## config.mk

```make
export PLATFORM = sky130hd
export DESIGN_NAME = uart_packet_demux
export DESIGN_NICKNAME = d
export VERILOG_FILES = /design/src/rtl/uart_packet_demux.sv
export SDC_FILE = /design/constraint.sdc
export NUM_CORES = 1
export LEC_CHECK = 0
export CAP_MARGIN = 5
export CORE_AREA = 2 2 90 92
export DETAILED_ROUTE_END_ITERATION = 7
export DIE_AREA = 0 0 92 94
export HOLD_SLACK_MARGIN = 0.05
export MAX_ROUTING_LAYER = met4
export PLACE_DENSITY_LB_ADDON = 0.12
export SLEW_MARGIN = 20
export SYNTH_ARGS = -nofsm -noshare
export SYNTH_HDL_FRONTEND = slang
export SYNTH_SLANG_ARGS = --single-unit
```

## constraint.sdc

```tcl
create_clock -name clk -period 3.5 [get_ports clk]
set_clock_uncertainty 0.15 [all_clocks]
set_input_delay 1.05 -clock clk [delete_from_list [all_inputs] [get_ports clk]]
set_output_delay 1.05 -clock clk [all_outputs]
set_load 0.02 [all_outputs]
```

## src/rtl/uart_packet_demux.sv

```systemverilog
// uart_packet_demux: 8N1 UART receiver feeding an addr/count/payload packet
// parser. Each payload byte comes out on data/addr with a one-cycle write strobe.
module uart_packet_demux #(
    parameter int unsigned CLKS_PER_BIT = 186,
    parameter int unsigned TIMEOUT_CLKS = 2097152
) (
    input  logic       clk,
    input  logic       reset,
    input  logic       uart_rxd,
    output logic [7:0] data,
    output logic [7:0] addr,
    output logic       write,
    output logic       error,
    output logic [1:0] state
);
    localparam int unsigned CW = $clog2(CLKS_PER_BIT);

    typedef enum logic [1:0] {RX_IDLE, RX_START, RX_BITS, RX_STOP} rx_state_t;
    typedef enum logic [1:0] {P_ADDR = 2'd0, P_COUNT = 2'd1, P_DATA = 2'd2} p_state_t;

    logic            rxd_s1_q, rxd_s2_q;
    rx_state_t       rx_state_q, rx_state_d;
    logic [CW-1:0]   cnt_q, cnt_d;
    logic [2:0]      bit_q, bit_d;
    logic [7:0]      shift_q, shift_d;
    logic            byte_valid, frame_err;

    p_state_t        pstate_q, pstate_d;
    logic [7:0]      addr_q, addr_d, data_q, data_d, remaining_q, remaining_d;
    logic            write_q, write_d, error_q, error_d;
    logic [31:0]     idle_cnt_q, idle_cnt_d;
    logic            timeout;

    // two-flop synchronizer; idles high so reset never looks like a start bit
    always_ff @(posedge clk) begin
        if (reset) begin
            rxd_s1_q <= 1'b1;
            rxd_s2_q <= 1'b1;
        end else begin
            rxd_s1_q <= uart_rxd;
            rxd_s2_q <= rxd_s1_q;
        end
    end

    // receiver next-state: start bit checked mid-bit, then one sample per bit time
    always_comb begin
        rx_state_d = rx_state_q;
        cnt_d      = cnt_q;
        bit_d      = bit_q;
        shift_d    = shift_q;
        byte_valid = 1'b0;
        frame_err  = 1'b0;
        case (rx_state_q)
            RX_IDLE: begin
                if (!rxd_s2_q) begin
                    rx_state_d = RX_START;
                    cnt_d      = CW'(CLKS_PER_BIT / 2 - 1);
                end
            end
            RX_START: begin
                if (cnt_q == '0) begin
                    if (!rxd_s2_q) begin
                        rx_state_d = RX_BITS;
                        cnt_d      = CW'(CLKS_PER_BIT - 1);
                        bit_d      = 3'd0;
                    end else begin
                        rx_state_d = RX_IDLE;   // glitch, not a real start bit
                    end
                end else begin
                    cnt_d = cnt_q - 1'b1;
                end
            end
            RX_BITS: begin
                if (cnt_q == '0) begin
                    shift_d = {rxd_s2_q, shift_q[7:1]};   // LSB first
                    cnt_d   = CW'(CLKS_PER_BIT - 1);
                    if (bit_q == 3'd7) rx_state_d = RX_STOP;
                    else               bit_d      = bit_q + 1'b1;
                end else begin
                    cnt_d = cnt_q - 1'b1;
                end
            end
            default: begin   // RX_STOP
                if (cnt_q == '0) begin
                    if (rxd_s2_q) byte_valid = 1'b1;
                    else          frame_err  = 1'b1;
                    rx_state_d = RX_IDLE;
                end else begin
                    cnt_d = cnt_q - 1'b1;
                end
            end
        endcase
    end

    // receiver state register
    always_ff @(posedge clk) begin
        if (reset) begin
            rx_state_q <= RX_IDLE;
            cnt_q      <= '0;
            bit_q      <= '0;
            shift_q    <= '0;
        end else begin
            rx_state_q <= rx_state_d;
            cnt_q      <= cnt_d;
            bit_q      <= bit_d;
            shift_q    <= shift_d;
        end
    end

    assign timeout = (TIMEOUT_CLKS != 0) && (pstate_q != P_ADDR) &&
                     (idle_cnt_q == TIMEOUT_CLKS - 1);

    // parser next-state: framing error beats a byte, a byte beats a timeout
    always_comb begin
        pstate_d    = pstate_q;
        addr_d      = addr_q;
        data_d      = data_q;
        remaining_d = remaining_q;
        write_d     = 1'b0;
        error_d     = error_q;
        idle_cnt_d  = idle_cnt_q;
        if (byte_valid || pstate_q == P_ADDR) idle_cnt_d = '0;
        else if (TIMEOUT_CLKS != 0)           idle_cnt_d = idle_cnt_q + 1'b1;

        if (frame_err) begin
            error_d  = 1'b1;
            pstate_d = P_ADDR;
        end else if (byte_valid) begin
            case (pstate_q)
                P_ADDR: begin
                    addr_d   = shift_q;
                    pstate_d = P_COUNT;
                end
                P_COUNT: begin
                    remaining_d = shift_q;
                    pstate_d    = (shift_q == 8'd0) ? P_ADDR : P_DATA;
                end
                default: begin   // P_DATA
                    data_d      = shift_q;
                    write_d     = 1'b1;
                    remaining_d = remaining_q - 1'b1;
                    if (remaining_q == 8'd1) pstate_d = P_ADDR;
                end
            endcase
        end else if (timeout) begin
            pstate_d = P_ADDR;
        end
    end

    // parser state register
    always_ff @(posedge clk) begin
        if (reset) begin
            pstate_q    <= P_ADDR;
            addr_q      <= '0;
            data_q      <= '0;
            remaining_q <= '0;
            write_q     <= 1'b0;
            error_q     <= 1'b0;
            idle_cnt_q  <= '0;
        end else begin
            pstate_q    <= pstate_d;
            addr_q      <= addr_d;
            data_q      <= data_d;
            remaining_q <= remaining_d;
            write_q     <= write_d;
            error_q     <= error_d;
            idle_cnt_q  <= idle_cnt_d;
        end
    end

    assign data  = data_q;
    assign addr  = addr_q;
    assign write = write_q;
    assign error = error_q;
    assign state = pstate_q;
endmodule

```

# Word-level counts from Yosys, hierarchy flattened
# Index checks and enable logic that the tools add are counted.
# word_totals
register_bits,83
latchBits,0
mem_bits_rw,0
rom_bits,0
out_inout_bits,20
wordCells,90
mem_count,0
# op_classes
add_sub_neg,4
n_mul,0
n_div,0
magnitude_cmp,0
n_eq_ne,15
shifts,0
n_mux,31
bitwise,4
reduce_logical,23
# ops
op,count
8-bit two-way mux,5
32-bit by 1-bit adder with 32-bit output (second input constant),1
32-bit by 21-bit == test with 1-bit output (second input constant),1
8-bit one-hot mux with 3 select lines,1
2-bit two-way mux,10
8-bit zero test,2
8-bit one-hot mux with 2 select lines,1
8-bit by 1-bit subtractor with 8-bit output (second input constant),2
3-bit two-way mux,4
2-bit inequality test (second input constant),6
3-bit AND reduction,4
5-bit AND reduction,2
8-bit by 1-bit == test with 1-bit output (second input constant),1
4-bit by 1-bit inequality test with 1-bit output (second input constant),2
2-bit nonzero test,4
1-bit two-way mux,7
2-bit one-hot mux with 3 select lines,1
3-bit one-hot mux with 2 select lines,1
2-bit OR reduction,3
3-bit OR reduction,2
2-bit by 1-bit == test with 1-bit output (second input constant),2
2-bit zero test,2
1-bit inverter,4
2-bit one-hot mux with 2 select lines,1
7 further kinds,8

# Logic depth before layout (Yosys ltp)
# depth
ltp_word,5
ltp_mapped,9

# Worst setup path after synthesis
# Ideal clock, no wire load.
# synth_path
path_kind,flip-flop to flip-flop
start,reg cnt_q[0]
end,"reg addr_q[0], in the netlist addr[0]"
setup_ps,128
arrival_ps,2159
path_slack_ps,1063
path_stages_with_launch,10
path_buffers,2
synth_period_minus_slack_ps,2437
cell_sequence,dfxtp_1 -> inv_1 -> ha_1 -> or3b_1 -> or4_1 -> clkbuf_1 -> nor3_1 -> buf_4 -> mux2i_1 -> nor2_1
# synth_via
elab_chain_cells,5
elab_cells_between_ends,7
# synth_rtl
item,line,source
"start, declared",23,"logic [CW-1:0] cnt_q, cnt_d;"
"start signal, assigned",104,cnt_q <= cnt_d;
8-bit zero test *,84,if (cnt_q == '0) begin
1-bit two-way mux,84,
1-bit two-way mux,53,case (rx_state_q)
1-bit inverter (no line),n/a,
3-bit AND reduction (no line) *,n/a,
"end signal, assigned",162,addr_q <= addr_d;
"end, declared",29,"logic [7:0] addr_q, addr_d, data_q, data_d, remaining_q, remaining_d;"
# Mark *: on every way between the ends. The rest lies on a longest branch, timed or not.
# A chain may end at the register's enable or synchronous reset.

# Final worst setup path
# layout_path
start,"reg pstate_q[1], in the netlist state[1]"
end,out state[1]
# layout_lines
item,line,source
"start, declared",28,"p_state_t pstate_q, pstate_d;"
"start signal, assigned",161,pstate_q <= pstate_d;
"end, declared",14,output logic [1:0] state
# No word-level cell between the ends.

==> flow_metrics.tcl <==
set metrics [dict create \
    n_antenna_cell 0 \
    tightest_slew_ns 0.697 \
    ys_seq_area_share_pct 42.4 \
    ioPinCount 23 \
    row_count 32 \
    track_usage_pct 21.7 \
    wl_per_cell_um 13.8 \
    chipHeight_um 94 \
    synth_area_sq_um 3920 \
    dp.cells 597 \
    powerDensity_nw_per_um2 499 \
    period_share_pct 80.6 \
    synth_area_leader_cell "dfxtp_1" \
    detailedRoute.firstPassIterationCount 4 \
    port_buffers 22 \
    htree_levels 3 \
    drt_iter0_markers 301 \
    p_leak_nw 1.43 \
    cp_slowest_cell "clkdlybuf4s50_1" \
    area_growth_pct 13.3 \
    clock_path_buffers 2 \
    cp_top_family "buffers and inverters" \
    pwr-share-comb_pct 21.4 \
    synth_seq_cells 83 \
    netlist.area_leader.share_pct 42.4 \
    clock_sinks 83 \
    yosys-top-cells-area "dfxtp_1, nand2_1, nor2_1, a21oi_1, xor2_1" \
    hold_buffers 0 \
    status "completed" \
    post_cts_resized 0 \
    cts_made_buffers 9 \
    crit_arrival_ns 1.62 \
    postSynthAreaPerCell_sq_um 8.08 \
    maxSlewViolCount 0 \
    worst-path-max-fanout 11 \
    antenna_found_initial 0 \
    tns_ns 0 \
    cp_num_buf_inv 1 \
    timing.setup.critical_path_class "reg2out" \
    via_per_inst 5.59 \
    grt_max_degree 58 \
    synth-async-reset-ratio_pct 0 \
    post_cts_buffers 0 \
    synthDistinctLibCells 49 \
    num_vias 3429 \
    nFillCells 728 \
    vdd_drop_max_mv 0.225 \
    period_needed_ns 2.82 \
    grt_pass1_vias 3219 \
    path_cells "clkdlybuf4s50_1" \
    internal_power_mw 1.48 \
    hold_viol_final 0 \
    final_nets 519 \
    p_seq_share_pct 46.4 \
    switching_share_pct 33.3 \
    p_sw_mw 0.739 \
    max_freq_ghz 0.354 \
    yosysWarnings 0 \
    setup_viol 0 \
    relSlewSlack_pct 53.2 \
    hold_class "reg2reg" \
    end_kind "output pin" \
    power_frac_clock_pct 32.2 \
    clock_latency_ns 0.36 \
    synth-edff-count 0 \
    core_area_sq_um 7610 \
    cts_tree "built" \
    critPathLaunchType "register" \
    maxCapViolCount 0 \
    max_stage_delay_ns 0.68 \
    place.gp.congestion 0.925 \
    start_util_pct 51.5 \
    ctsRootBufferMaster "clkbuf_8" \
    die_area_sq_um 8650 \
    syn_inst 485 \
    rsz0062_at_grt "false" \
    cp_data_required_time_ns 2.30 \
    ant_nets 0 \
    synth_nets 498 \
    drive_gt1_share_pct 7.05 \
    dpl.hpwl_mm 5.87 \
    grt_pass1_wl_mm 14.9 \
    synth_flop_cell "dfxtp_1" \
    drt-total-wl_mm 8.46 \
    clk_pin_slew_ns 0.10 \
    die_w_um 92 \
    fin_cells 613 \
    drc_errors 0 \
    grt_overflow_total 0 \
]
-- power by group through the flow --
stage	Sequential, mW	Combinational [mW]	Clock, mW
3_3_place_gp	1.05	0.470	0
2_1_floorplan	1.04	0.366	0
3_5_place_dp	1.05	0.467	0
4_1_cts	1.03	0.470	0.738
6_report	1.03	0.475	0.713
5_1_grt	1.04	0.537	0.781
-- worst paths after layout --
path / startpoint / to / slack (ns) / depth (start not counted)
setup / recovery: state[1]$_SDFFE_PP0P_ / state[1] / 0.68 / 1
hold reg to reg: rxd_s1_q$_SDFF_PP1_ / rxd_s2_q$_SDFF_PP1_ / 0.27 / 1
setup reg to reg: cnt_q[0]$_SDFFE_PP0P_ / idle_cnt_q[8]$_SDFF_PP0_ / 0.77 / 7
hold / removal: rxd_s1_q$_SDFF_PP1_ / rxd_s2_q$_SDFF_PP1_ / 0.27 / 1
-- metal layers --
| layer | share of wire [%] | GRT usage (%) | vias to the layer above |
|---|---|---|---|
| li1 | - | - | 1752 |
| met1 | 46 | 27.0 | 1599 |
| met2 | 49 | 35.8 | 72 |
| met3 | 4.2 | 4.17 | 6 |
| met4 | 1.0 | 7.09 | 0 |
| met5 | 0 | - | - |
-- sequential cells by signal, indices dropped and copies added (netlist names) --
signal and flops:
idle_cnt_q 32, addr 8, cnt_q 8, data 8, remaining_q 8, shift_q 8
bit_q 3, rx_state_q 2, state 2, error 1, rxd_s1_q 1, rxd_s2_q 1
write 1
-- cell usage after synthesis (12+ instances only) --
master and n:
inv_1 18, nand2_1 67, nor3_1 16, xor2_1 15, dfxtp_1 83, clkbuf_1 17, a21oi_1 41, nor4_1 12
xnor2_1 12, o21ai_0 17, nand3_1 22, nor2_1 59
-- cells by family after synthesis --
kind of cell,synth area share [%]
buf+inv,3.54
compound gates,13.7
fa+ha+maj,3.19
flops,42.4
mux,2.33
xor+xnor,6.03
simple gates,28.8
-- layout make-up --
class,instances,area (sq um),share of cell area [%]
multi-input combinational,366,2120,47.7
tap,102,128,2.87
sequential,83,1660,37.4
timing repair buffer,28,260,5.86
inverter,18,67.6,1.52
clock inverter,7,80.1,1.80
clock buffer,9,124,2.79
-- through the flow --
step / area, sq um / worst slack [ns] / util [%] / total power [mW] / hold slack [ns]
6_report: 4440 / 0.677 / 58.4 / 2.22 / 0.268
5_1_grt: 4440 / 0.585 / 58.4 / 2.35 / 0.301
4_1_cts: 4440 / 0.655 / 58.4 / 2.24 / 0.274
3_5_place_dp: 4240 / 0.826 / 55.7 / 1.52 / 0.254
3_3_place_gp: 4240 / 0.883 / 55.7 / 1.52 / 0.241
2_1_floorplan: 3920 / 1.06 / - / 1.40 / 0.239
-- cells in the final DEF, fill, tap and decap left out, drive strengths merged, types with 12 or more instances in the layout --
| cell type | n |
|---|---|
| a21oi | 41 |
| o21ai | 19 |
| nand3 | 23 |
| inv | 22 |
| dfxtp | 83 |
| xor2 | 15 |
| xnor2 | 12 |
| nor3 | 16 |
| nor4 | 12 |
| nand2 | 67 |
| nor2 | 60 |
| clkdlybuf4s50 | 21 |
Power figures use the tool's default switching activity.
